--- config.mk ---
export PLATFORM = sky130hd
export DESIGN_NAME = pipe_stage_reg
export DESIGN_NICKNAME = d
export VERILOG_FILES = /design/src/rtl/pipe_stage_reg.sv
export SDC_FILE = /design/constraint.sdc
export NUM_CORES = 1
export LEC_CHECK = 0
export ABC_CLOCK_PERIOD_IN_PS = 1630
export CAP_MARGIN = 20
export CORE_MARGIN = 8
export CORE_UTILIZATION = 44
export CTS_CLUSTER_DIAMETER = 100
export DETAILED_ROUTE_END_ITERATION = 7
export PLACE_DENSITY = 0.83
export SLEW_MARGIN = 40
export SYNTH_ARGS = -nofsm -noshare
export SYNTH_HDL_FRONTEND = slang
export SYNTH_SLANG_ARGS = --single-unit
--- constraint.sdc ---
create_clock -name clk -period 1.63 [get_ports clk]
set_clock_uncertainty 0.15 [all_clocks]
set_input_delay 0.163 -clock clk [delete_from_list [all_inputs] [get_ports clk]]
set_output_delay 0.163 -clock clk [all_outputs]
set_load 0.01 [all_outputs]
--- src/rtl/pipe_stage_reg.sv ---
// pipe_stage_reg: elastic valid/ready pipeline register with flush and ctrl bit-mask.
// Latency: 1 cycle from accept to out_valid when empty; bubbles never raise wb/mem write enables.
// Backpressure: out_ready=0 holds the outputs stable. Default build is a single entry with
//   in_ready = !out_valid | out_ready. Define PIPE_REG_SKID_EN for a two-entry skid buffer
//   (main + skid) whose in_ready is registered and has no combinational path from out_ready.
module pipe_stage_reg #(
  parameter int                DATA_W    = 160,
  parameter int                CTRL_W    = 15,
  parameter logic [CTRL_W-1:0] CTRL_MASK = 15'h40FD,
  parameter int                ADDR_W    = 5
) (
  input  logic              clk,
  input  logic              rst,
  input  logic              flush,
  input  logic              in_valid,
  output logic              in_ready,
  input  logic [DATA_W-1:0] in_data,
  input  logic [CTRL_W-1:0] in_ctrl,
  input  logic [ADDR_W-1:0] in_regw_addr,
  input  logic              in_wb_wen,
  input  logic              in_mem_wen,
  output logic              out_valid,
  input  logic              out_ready,
  output logic [DATA_W-1:0] out_data,
  output logic [CTRL_W-1:0] out_ctrl,
  output logic [ADDR_W-1:0] out_regw_addr,
  output logic              out_wb_wen,
  output logic              out_mem_wen
);

  typedef struct packed {
    logic [DATA_W-1:0] data;
    logic [CTRL_W-1:0] ctrl;
    logic [ADDR_W-1:0] addr;
    logic              wb_wen;
    logic              mem_wen;
  } entry_t;

  entry_t in_ent;
  entry_t main_q;
  logic   accept;
  logic   drain;

  // Masking happens here, at capture, so a held entry never carries unmasked ctrl bits.
  assign in_ent.data    = in_data;
  assign in_ent.ctrl    = in_ctrl & CTRL_MASK;
  assign in_ent.addr    = in_regw_addr;
  assign in_ent.wb_wen  = in_wb_wen;
  assign in_ent.mem_wen = in_mem_wen;

  assign accept = in_valid & in_ready;
  assign drain  = out_valid & out_ready;

  // Payload fields hold their last value through bubbles; only the enables are gated.
  assign out_data      = main_q.data;
  assign out_ctrl      = main_q.ctrl;
  assign out_regw_addr = main_q.addr;
  assign out_wb_wen    = main_q.wb_wen & out_valid;
  assign out_mem_wen   = main_q.mem_wen & out_valid;

`ifdef PIPE_REG_SKID_EN

  typedef enum logic [1:0] {
    EMPTY = 2'd0,
    ONE   = 2'd1,
    TWO   = 2'd2
  } state_t;

  state_t state_q;
  entry_t skid_q;
  logic   in_ready_q;
  logic   out_valid_q;

  assign in_ready  = in_ready_q;
  assign out_valid = out_valid_q;

  // Occupancy FSM: main always feeds the outputs, skid absorbs the entry that arrives during a stall.
  always_ff @(posedge clk) begin
    if (rst) begin
      state_q     <= EMPTY;
      main_q      <= '0;
      skid_q      <= '0;
      in_ready_q  <= 1'b1;
      out_valid_q <= 1'b0;
    end else if (flush) begin
      state_q     <= EMPTY;
      in_ready_q  <= 1'b1;
      out_valid_q <= 1'b0;
    end else begin
      case (state_q)
        EMPTY: begin
          if (accept) begin
            main_q      <= in_ent;
            state_q     <= ONE;
            out_valid_q <= 1'b1;
          end
        end
        ONE: begin
          if (accept && !drain) begin
            skid_q     <= in_ent;
            state_q    <= TWO;
            in_ready_q <= 1'b0;
          end else if (drain && !accept) begin
            state_q     <= EMPTY;
            out_valid_q <= 1'b0;
          end else if (accept && drain) begin
            main_q <= in_ent;
          end
        end
        TWO: begin
          if (drain) begin
            main_q     <= skid_q;
            state_q    <= ONE;
            in_ready_q <= 1'b1;
          end
        end
        default: begin
          state_q     <= EMPTY;
          in_ready_q  <= 1'b1;
          out_valid_q <= 1'b0;
        end
      endcase
    end
  end

`else

  logic valid_q;

  assign out_valid = valid_q;
  assign in_ready  = !valid_q | out_ready;

  // Single entry: capture on accept (reloading in the drain cycle), empty on drain or flush.
  always_ff @(posedge clk) begin
    if (rst) begin
      valid_q <= 1'b0;
      main_q  <= '0;
    end else if (flush) begin
      valid_q <= 1'b0;
    end else if (accept) begin
      valid_q <= 1'b1;
      main_q  <= in_ent;
    end else if (drain) begin
      valid_q <= 1'b0;
    end
  end

`endif

endmodule

==> results of run 1 <==
## final timing paths
| check | slack (ns) | start | cells past startpoint | endpoint |
|---|---|---|---|---|
| setup reg to reg | 0.05 | out_valid | 5 | out_data[100] |
| hold / removal | 0.11 | rst | 3 | out_data[25] |
| setup / recovery | 0.05 | out_valid | 5 | out_data[100] |
| hold reg to reg | 0.32 | out_data[112] | 2 | out_data[112] |
## power by group through the flow
stage	combinational, mW	clock (mW)	sequential, mW
after floorplan	1.16	0	4.71
after global placement	1.85	0	4.74
after detailed placement	1.88	0	4.74
after CTS	1.73	3.95	4.64
after global routing	1.84	4.13	4.66
final	1.71	3.83	4.64
## flip-flops by register name, indices dropped and copies added, names as in the netlist
name           flops
out_regw_addr      5
out_valid          1
out_ctrl           8
main_q             2
out_data         160
## layout make-up
cell class                 count  area (um^2)  share of cell area (%)
multi-input combinational    538         4020                    33.0
clock buffer                  18          439                    3.60
timing repair buffer         390         3760                    30.8
clock inverter                12          103                   0.841
inverter                       1         3.75                  0.0308
tap                          275          344                    2.82
antenna                        1         2.50                  0.0205
sequential                   176         3520                    28.9
## Yosys cell counts
| master | count | share of area, % |
|---|---|---|
| sky130_fd_sc_hd__nand2b_1 | 350 | 23 |
| sky130_fd_sc_hd__buf_4 | 182 | 15 |
| sky130_fd_sc_hd__dfxtp_1 | 176 | 38 |
| sky130_fd_sc_hd__mux2i_1 | 175 | 19 |
| sky130_fd_sc_hd__clkbuf_1 | 35 | 1.4 |
| sky130_fd_sc_hd__buf_12 | 11 | 2.4 |
| sky130_fd_sc_hd__buf_8 | 6 | 0.96 |
| sky130_fd_sc_hd__buf_2 | 4 | 0.21 |
| sky130_fd_sc_hd__and2_1 | 2 | 0.13 |
| sky130_fd_sc_hd__buf_6 | 1 | 0.12 |
| sky130_fd_sc_hd__conb_1 | 1 | 0.040 |
| sky130_fd_sc_hd__inv_1 | 1 | 0.040 |
| sky130_fd_sc_hd__nor2_1 | 1 | 0.040 |
| sky130_fd_sc_hd__nor2b_4 | 1 | 0.15 |
| sky130_fd_sc_hd__nor3_1 | 1 | 0.053 |
| sky130_fd_sc_hd__nor3b_2 | 1 | 0.13 |
## metrics by stage
| stage | worst slack, ns | instance area [um^2] |
|---|---|---|
| 2_1_floorplan | 0.177 | 9380 |
| 3_3_place_gp | -0.177 | 11900 |
| 3_5_place_dp | -0.247 | 11900 |
| 4_1_cts | 0.00196 | 12200 |
| 5_1_grt | -0.0253 | 12200 |
| 6_report | 0.0461 | 12200 |
## logic make-up after synthesis
kind of cell	Yosys count
buf+inv	240
simple gates	356
mux	175
other cells	1
flops	176
## what timing repair did
| item | in CTS | in global routing |
|---|---|---|
| gates cloned | 0 | 0 |
| gates resized for setup | 180 | 5 |
| endpoints found under the setup margin | 174 | 27 |
## metal layers
| layer | share of wire [%] | wire length (um) | track usage, % | vias to the layer above |
|---|---|---|---|---|
| li1 | - | - | - | 3152 |
| met1 | 41 | 9620 | 19.4 | 2931 |
| met2 | 48 | 11300 | 29.8 | 245 |
| met3 | 9.0 | 2130 | 7.42 | 35 |
| met4 | 2.5 | 588 | 6.48 | 0 |
| met5 | 0 | 0 | 0 | - |
## critical path, delay by kind of cell (launching register included)
kind          cells  cell delay (ns)
buf+inv           2             0.44
flops             1             0.33
simple gates      2             0.33
mux               1             0.23
==> impl_summary.md, run 1 <==
Outcome
The run finished with clean final reports.

Synth
Yosys printed 0 warnings. The mean instance size in the synthesized netlist is about 9.9 um^2. In this run the cell area of the synthesized design comes to approximately 9400 um^2. The synthesis-stage register bit count is 176. Synthesis handed over a netlist of between 900 and 1k instances. The sequential fraction of the synthesis area is between 30% and 40%. The synthesized netlist devotes 0% of its cell area to compound gates. The post-synthesis share of cell area spent on full adders, half adders and majority gates is 0%. The combinational family with the most area after synthesis is simple AND/OR/NAND/NOR gates. In the synthesized netlist, mux cells make up about a fifth of the area. The xor and xnor fraction of the mapped netlist area is 0%. The area share of and/or/nand/nor cells after synthesis is between 20% and 30%. Yosys mapped the design onto 16 distinct sky130hd cell types.

Clocking
The tree is rooted in a sky130_fd_sc_hd__clkbuf_16. The source-to-sink clock delay at the later pin of the worst-skew pair is between 0.4 and 0.5 ns. The clock buffer count from CTS is 17. The clock passes through at most 2 buffers. After clock tree synthesis, the clock-pin slew on the worst setup and hold paths is approximately 0.070 ns. The clock tree from TritonCTS is done. Buffers inserted to repair hold after CTS numbered 0. CTS built an H-tree with a depth of 4. Post-CTS timing repair inserted 0 buffers for setup. For this design, the sink count on the clock tree is between 150 and 200.

STA
The post-route clock period utilization is between 90% and 100%. For the final routed database, the setup TNS stands at 0 ns. Setup violations remaining at the end of the flow were counted as 0. The maximum achievable frequency is 631 MHz. The final hold violation count is 0.

The final max-slew violation count is 0. The clock period could shrink to between 1.5 and 2 ns. The worst hold margin is 0.107 ns. Setup repair after global routing could not meet its margin everywhere.

Routing
The detail route stage leaves a number of antenna-violating nets equal to 0. The number of design-rule violations left by the first detailed-router iteration is about 240. The DRC violations left is 0. The routed length per placed instance is roughly 17 um. The aggregate routed wire length is around 24000 um.

Across all layers, the routed design uses ~6.4k vias. The routed via count divided by cell count is between 4 and 5. The pre-antenna-repair detailed-routing pass consisted of 4 iterations.

Die
For this configuration, the core starts out at a cell density of between 40% and 50%. The die covers about 26000 um^2. During I/O placement, the number of pins put on the boundary was 371.

The number of placement rows is 53. The core outline area is between 20000 and 25000 um^2. From left edge to right edge, the die measures ~160 um. The die height is roughly 160 um.

Layout
Of the cells placed in the final design, the portion with a size suffix greater than 1 is just over 6%. Leaving out fill and tap cells, the most frequent cells in the layout are sky130_fd_sc_hd__nand2b_1 (350), sky130_fd_sc_hd__clkdlybuf4s50_1 (178), sky130_fd_sc_hd__mux2i_1 (175), sky130_fd_sc_hd__dfxtp_1 (175), sky130_fd_sc_hd__dlygate4sd2_1 (171). Once layout is complete, the cells apart from fillers number approximately 1.4k. The core occupancy in the finished layout is between 50% and 60%. Leaving out fill and tap cells, the most frequent cell in the layout is sky130_fd_sc_hd__nand2b_1. The synthesis-to-finish area growth is 30.3%.

The number of nets in the layout is 1311. The total of fill cells in the finished design is roughly 1.9k.

Setup path
The library cell appearing most often on the critical path is sky130_fd_sc_hd__buf_12. The largest stage delay on the critical path is around 0.33 ns. The startpoint class of the critical path is a register. The arrival time of the worst setup path is between 1.5 and 2 ns. The category of the critical setup timing path is register to register. The biggest fanout along the worst timing path is 21.

Walking the worst path, the cells encountered are nor2b_4, nor3b_4, buf_12, buf_12, mux2i_1. The slowest stage of the critical path belongs to the cell sky130_fd_sc_hd__dfxtp_2. The required time at the endpoint of the critical path is roughly 1.8 ns.

STA classifies the critical path endpoint as a register.

Place
The number of buffers inserted by port buffering is approximately 360. The total placed cells including tap cells is roughly 1.4k. Detailed placement ended at an HPWL of between 15000 and 20000 um.

The global placer's final weighted congestion is ~0.8.

GRT
The via count of the first global-routing pass came to roughly 6.8k. The total overflow left after global routing is 0. The first global-routing pass estimated around 37000 um of wire.

Entering global routing, the biggest net connects between 50 and 60 pins. The initial antenna violation count is 1. In the global route stage, overall resource usage came out at between 10% and 20%.

Pwr
The analysis attributes to net switching a power of 2.62 mW. For this design the static power due to leakage is around 5.4 nW. The clock power share is around 38%. The completed layout was analyzed and its total power is 10.2 mW.

The sequential fraction of design power is 45.6%. In this run switching power makes up 25.7% of total power. The maximum ir drop on the vdd rail is 619 uV. The internal portion of the total power is roughly 7.6 mW.

In this run, the combinational gates consume between 15 and 20% of the power. The areal power density over the cells is between 800 and 900 nW/um^2.

Worst hold path
In this run the worst hold path is classified as primary input to register.

Job
The max capacitance violation total is 0.
Power figures use the tool's default switching activity.
==> inputs of run 2 (changes only) <==
--- a/config.mk
+++ b/config.mk
@@ -12,7 +12,6 @@
 export CTS_CLUSTER_DIAMETER = 100
 export DETAILED_ROUTE_END_ITERATION = 7
 export PLACE_DENSITY = 0.83
-export SLEW_MARGIN = 40
 export SYNTH_ARGS = -nofsm -noshare
 export SYNTH_HDL_FRONTEND = slang
 export SYNTH_SLANG_ARGS = --single-unit
==> results of run 2 <==
No change in the layout: final DEF, timing and power equal those of run 1.
